**src/rtl/sphere_column_engine.sv**
```systemverilog
// Sequential sphere cross-section column renderer: one row per clock, two columns per request,
// results returned through a valid/ready handshake.
module sphere_column_engine #(
   parameter int ROTATIONAL_RES = 256,
   parameter int NUM_COLS       = 64,
   parameter int NUM_ROWS       = 64,
   parameter int RGB_RES        = 9,
   parameter int DEPTH_SHIFT    = 4
) (
   input  logic                                      clk_in,
   input  logic                                      rst_n_in,
   input  logic                                      req_valid,
   output logic                                      req_ready,
   input  logic [$clog2(ROTATIONAL_RES)-1:0]         dtheta,
   input  logic [$clog2(NUM_COLS)-1:0]               col_a,
   input  logic [$clog2(NUM_COLS)-1:0]               col_b,
   input  logic [$clog2(NUM_ROWS)-1:0]               radius,
   input  logic [1:0]                                mode,
   output logic                                      out_valid,
   input  logic                                      out_ready,
   output logic [1:0][NUM_ROWS-1:0][RGB_RES-1:0]     columns
);

   localparam int AW = $clog2(ROTATIONAL_RES);
   localparam int CW = $clog2(NUM_COLS);
   localparam int RW = $clog2(NUM_ROWS);
   localparam int SW = 2 * CW + 2;
   localparam int C  = RGB_RES / 3;

   localparam logic [CW-1:0] CX        = CW'(NUM_COLS / 2);
   localparam logic [RW-1:0] CY        = RW'(NUM_ROWS / 2);
   localparam logic [RW-1:0] LAST_ROW  = RW'(NUM_ROWS - 1);
   localparam logic [AW-1:0] HALF_TURN = AW'(ROTATIONAL_RES / 2);
   localparam logic [SW-1:0] LEVEL_MAX = SW'(2 ** C - 1);

   typedef enum logic [1:0] {IDLE, SCAN, DONE} state_t;
   typedef enum logic [1:0] {
      MODE_SPLIT     = 2'd0,
      MODE_ANGLE     = 2'd1,
      MODE_DEPTH     = 2'd2,
      MODE_SPLIT_ALT = 2'd3
   } mode_t;

   state_t          state, state_nxt;
   logic [RW-1:0]   row;
   logic [AW-1:0]   dtheta_q;
   logic [CW-1:0]   col_a_q, col_b_q;
   logic [RW-1:0]   radius_q;
   mode_t           mode_q;
   logic            accept, last_row;
   logic [RGB_RES-1:0] pix_a, pix_b;

   // Colour of one pixel; distances are unsigned magnitudes so nothing ever wraps.
   function automatic logic [RGB_RES-1:0] shade(
      input logic [CW-1:0] col,
      input logic [RW-1:0] r,
      input logic          side_b,
      input logic [AW-1:0] dth,
      input logic [RW-1:0] rad,
      input mode_t         md
   );
      logic [CW-1:0]      dx;
      logic [RW-1:0]      dy;
      logic [SW-1:0]      d2, r2, shifted;
      logic [C-1:0]       t, level;
      logic [RGB_RES-1:0] pix;
      dx      = (col >= CX) ? col - CX : CX - col;
      dy      = (r >= CY) ? r - CY : CY - r;
      d2      = SW'(dx) * SW'(dx) + SW'(dy) * SW'(dy);
      r2      = SW'(rad) * SW'(rad);
      shifted = (r2 - d2) >> DEPTH_SHIFT;
      level   = (shifted > LEVEL_MAX) ? {C{1'b1}} : shifted[C-1:0];
      t       = dth[AW-1 -: C];
      case (md)
         MODE_ANGLE: pix = {t, ~t, {C{1'b0}}};
         MODE_DEPTH: pix = {level, level, level};
         default:    pix = ((dth < HALF_TURN) != side_b) ? '1 : '0;
      endcase
      if (d2 > r2) pix = '0;
      return pix;
   endfunction

   always_ff @(posedge clk_in or negedge rst_n_in) begin
      if (!rst_n_in) state <= IDLE;
      else           state <= state_nxt;
   end

   always_comb begin
      // NOTE: every output of this block gets a default first, otherwise a path that skips it infers a latch.
      state_nxt = state;
      req_ready = 1'b0;
      out_valid = 1'b0;
      accept    = 1'b0;
      last_row  = (row == LAST_ROW);
      case (state)
         IDLE: begin
            req_ready = 1'b1;
            if (req_valid) begin
               accept    = 1'b1;
               state_nxt = SCAN;
            end
         end
         SCAN: if (last_row) state_nxt = DONE;
         DONE: begin
            out_valid = 1'b1;
            if (out_ready) state_nxt = IDLE;
         end
         default: state_nxt = IDLE;
      endcase
   end

   always_comb begin
      pix_a = shade(col_a_q, row, 1'b0, dtheta_q, radius_q, mode_q);
      pix_b = shade(col_b_q, row, 1'b1, dtheta_q, radius_q, mode_q);
   end

   // NOTE: sequential state uses non-blocking assignments so every register samples pre-edge values.
   always_ff @(posedge clk_in or negedge rst_n_in) begin
      if (!rst_n_in) begin
         row      <= '0;
         dtheta_q <= '0;
         col_a_q  <= '0;
         col_b_q  <= '0;
         radius_q <= '0;
         mode_q   <= MODE_SPLIT;
         // NOTE: the column buffer is reset (unlike a RAM) because an aborted scan must never leave stale pixels.
         columns  <= '0;
      end else if (accept) begin
         row      <= '0;
         dtheta_q <= dtheta;
         col_a_q  <= col_a;
         col_b_q  <= col_b;
         radius_q <= radius;
         mode_q   <= mode_t'(mode);
         columns  <= '0;
      end else if (state == SCAN) begin
         columns[0][row] <= pix_a;
         columns[1][row] <= pix_b;
         if (!last_row) row <= row + RW'(1);
      end
   end

endmodule

```
**config.mk**
```make
export PLATFORM = sky130hd
export DESIGN_NAME = sphere_column_engine
export DESIGN_NICKNAME = d
export VERILOG_FILES = /design/src/rtl/sphere_column_engine.sv
export SDC_FILE = /design/constraint.sdc
export NUM_CORES = 2
export LEC_CHECK = 0
export CAP_MARGIN = 20
export CORE_AREA = 2 2 457 459
export CTS_CLUSTER_SIZE = 16
export DETAILED_ROUTE_END_ITERATION = 12
export DIE_AREA = 0 0 459 461
export GPL_ROUTABILITY_DRIVEN = 0
export PLACE_DENSITY = 0.47
export REMOVE_ABC_BUFFERS = 1
export SETUP_SLACK_MARGIN = 0.3
export SYNTH_ARGS = -nofsm -noshare
export SYNTH_HDL_FRONTEND = slang
export SYNTH_SLANG_ARGS = --single-unit
export TNS_END_PERCENT = 100
```
**constraint.sdc**
```tcl
create_clock -name clk_in -period 23.3 [get_ports clk_in]
set_input_delay 6.99 -clock clk_in [delete_from_list [all_inputs] [get_ports clk_in]]
set_output_delay 6.99 -clock clk_in [all_outputs]
set_load 0.03 [all_outputs]
```
==> impl_metrics.env <==
export IMPL_status="finished clean"
export IMPL_crit_fanout=29
export IMPL_fillers=21319
export IMPL_ys_ff_latch=1183
export IMPL_setup_ws_ns=12.42
export IMPL_start_util_pct=23.52
export IMPL_slew_limit_headroom_pct=10.34
export IMPL_dieArea_um2=211600
export IMPL_r2r_end="columns[204]"
export IMPL_cts_hold_buffers=0
export IMPL_endpoint_kind="flop"
export IMPL_min_period_over_period_pct=46.70
export IMPL_wl_per_cell_um=25.06
export IMPL_worst_ep_arrival_time_ns=11.50
export IMPL_tightest_slew_ns=1.345
export IMPL_reg2reg_from="row[0]"
export IMPL_synth_top_cell_area_share_pct=60.96
export IMPL_ios=1186
export IMPL_crit_end="columns[204]"
export IMPL_grt_usage_pct=19.66
export IMPL_clock_latency_ns=0.81
export IMPL_syn_area_per_cell_um2=10.24
export IMPL_netlist_area_um2=48560
export IMPL_post_place_ws_ns=11.94
export IMPL_syn_to_final_growth_pct=40.85
export IMPL_drt_iter0_markers=3159
export IMPL_htreeDepth=4
export IMPL_hold_ws_ns=0.4931
export IMPL_wirelength_um=214700
export IMPL_clock_sinks=1183
export IMPL_cap_violations=0
export IMPL_synth_cells=4744
export IMPL_slew_viol_final=0
export IMPL_crit_start="row[0]"
export IMPL_clockRootBuffer="clkbuf_16"
export IMPL_crit_cells=30
export IMPL_required_ns=23.92
export IMPL_cts_setup_buffers=0
export IMPL_vias_per_cell=4.679
export IMPL_reg2reg_depth=30
export IMPL_start_kind="flop"
export IMPL_grt_max_degree=229
export IMPL_synth_area_top_cells="dfrtp_1 (61%), o21ai_0 (12%), nand3_1 (12%)"
export IMPL_grt_pass1_vias=39054
export IMPL_final_hold_violation_count=0
export IMPL_critPathBufInv=4
export IMPL_synth_distinct_cells=64
export IMPL_cts_tree="done"
export IMPL_hold_class="reg -> reg"
export IMPL_synth_ff_type="dfrtp_1"
export IMPL_numCtsBuffers=143
export IMPL_timing_final_crit_period_ns=10.88
export IMPL_clock_skew_final_ns=0.05274
export IMPL_path_class="reg -> reg"
export IMPL_fmax_mhz=91.91
export IMPL_num_rows=167
export IMPL_dp_hpwl_um=139900
export IMPL_setup_viol=0
export IMPL_synth_top_area_cell="dfrtp_1"
export IMPL_clockBufferDepth=3
export IMPL_place_inst=8285
export IMPL_layout_drive_gt1_share_pct=6.876
export IMPL_synth_async_sr_flop_share_pct=100.0
export IMPL_vias=40089
export IMPL_synth_edf_count=0
export IMPL_antenna_found_initial=28
export IMPL_final_cells=8567
export IMPL_num_nets_final=5908
export IMPL_crit_family="adder cells"
export IMPL_drc=0
export IMPL_seq_area_frac_synth_pct=60.96
export IMPL_final_cell_mix="dfrtp_1 (1183), o21ai_0 (1182), clkdlybuf4s50_1 (1179)"
export IMPL_yosysWarnings=0
export IMPL_fin_util_pct=33.13
export IMPL_dr_pass1_iters=5
export IMPL_cp_slowest_cell="dfrtp_1"
export IMPL_path_clk_slew_ns=0.06
export IMPL_final_common_cell="dfrtp_1"
export IMPL_fp_dieH_um=461
export IMPL_rsz0062_at_grt="no"
export IMPL_portBuffers=1180
export IMPL_antenna_left=0
export IMPL_grt_ovfl_total=0
export IMPL_r2r_slack_ns=12.42
export IMPL_ctsResizeCount=0
export IMPL_grt_pass1_wl_um=301400
export IMPL_fp_coreArea_um2=206400
export IMPL_die_width_um=459
export IMPL_max_stage_delay_ns=0.72
[tightest hold or removal path, delay by kind of cell, from the launching register on]
| family | cells | cell delay, ns |
|---|---|---|
| compound gates | 1 | 0.06 |
| flops | 1 | 0.34 |
| simple gates | 1 | 0.06 |
[cells by family (layout without fill, tap and decap cells)]
kind of cell | Yosys count | after routing | synth area share [%]
DFF | 1183 | 1183 | 60.96
xor gates and xnor gates | 54 | 54 | 0.9739
muxes | 7 | 7 | 0.1494
AOI/OAI and AO/OA | 1317 | 1317 | 14.16
other | 2 | 24 | 0.01546
and+or+nand+nor | 1504 | 1504 | 15.21
adders and majority gates | 137 | 137 | 4.272
buffers and inverters | 540 | 1637 | 4.254
[layer usage]
metal / GRT usage [%] / vias to the layer above / wire, um
li1: - / 18702 / -
met5: 0 / - / 149
met1: 24.40 / 19803 / 88490
met3: 5.732 / 295 / 16280
met2: 32.37 / 1265 / 102100
met4: 7.034 / 24 / 7694
[sequential cells by signal, indices dropped and copies added, names as in the netlist]
signal    cells
row           6
state         2
mode_q        2
radius_q      6
columns    1152
col_a_q       6
dtheta_q      3
col_b_q       6
[worst min path at each step]
stage	slack (ns)	cells past startpoint	startpoint	endpoint
floorplan	0.46	2	dtheta_q[5]	dtheta_q[5]
global placement	0.48	2	columns[247]	columns[247]
detailed placement	0.49	2	columns[247]	columns[247]
CTS	0.50	2	columns[247]	columns[247]
global route	0.52	2	columns[895]	columns[895]
finish	0.49	2	columns[934]	columns[934]
[layout make-up]
type | instances | area [um^2] | share of cell area [%]
diodes | 17 | 42.54 | 0.06219
clock buffers | 210 | 4160 | 6.082
clock inverters | 42 | 624.3 | 0.9128
inverters | 83 | 311.5 | 0.4555
multi-input cells | 3026 | 17140 | 25.06
flip-flops and latches | 1183 | 29600 | 43.28
well taps | 2704 | 3383 | 4.946
repair buffers | 1302 | 13140 | 19.20
[synthesized netlist by cell type (all sizes together), types with 6 or more instances]
master,instances
nor3,14
and2,15
nand3,1160
xnor2,31
a211oi,6
nand2,173
o21a,7
o21ai,1194
a21o,13
nand2b,13
inv,83
nor2,70
or2,6
o21bai,11
o211ai,8
buf,16
dfrtp,1183
nor2b,17
a21oi,51
clkbuf,441
fa,48
xor2,23
ha,89
[per-stage QoR]
stage / setup TNS (ns) / cell area (um^2)
global placement: 0 / 63100
detailed placement: 0 / 63230
CTS: 0 / 68010
global route: 0 / 68360
floorplan: -2551.87 / 46830
finish: 0 / 68400
Power is not shown: default switching activity piles up to over one toggle a cycle in this logic, so the estimate is an artifact.
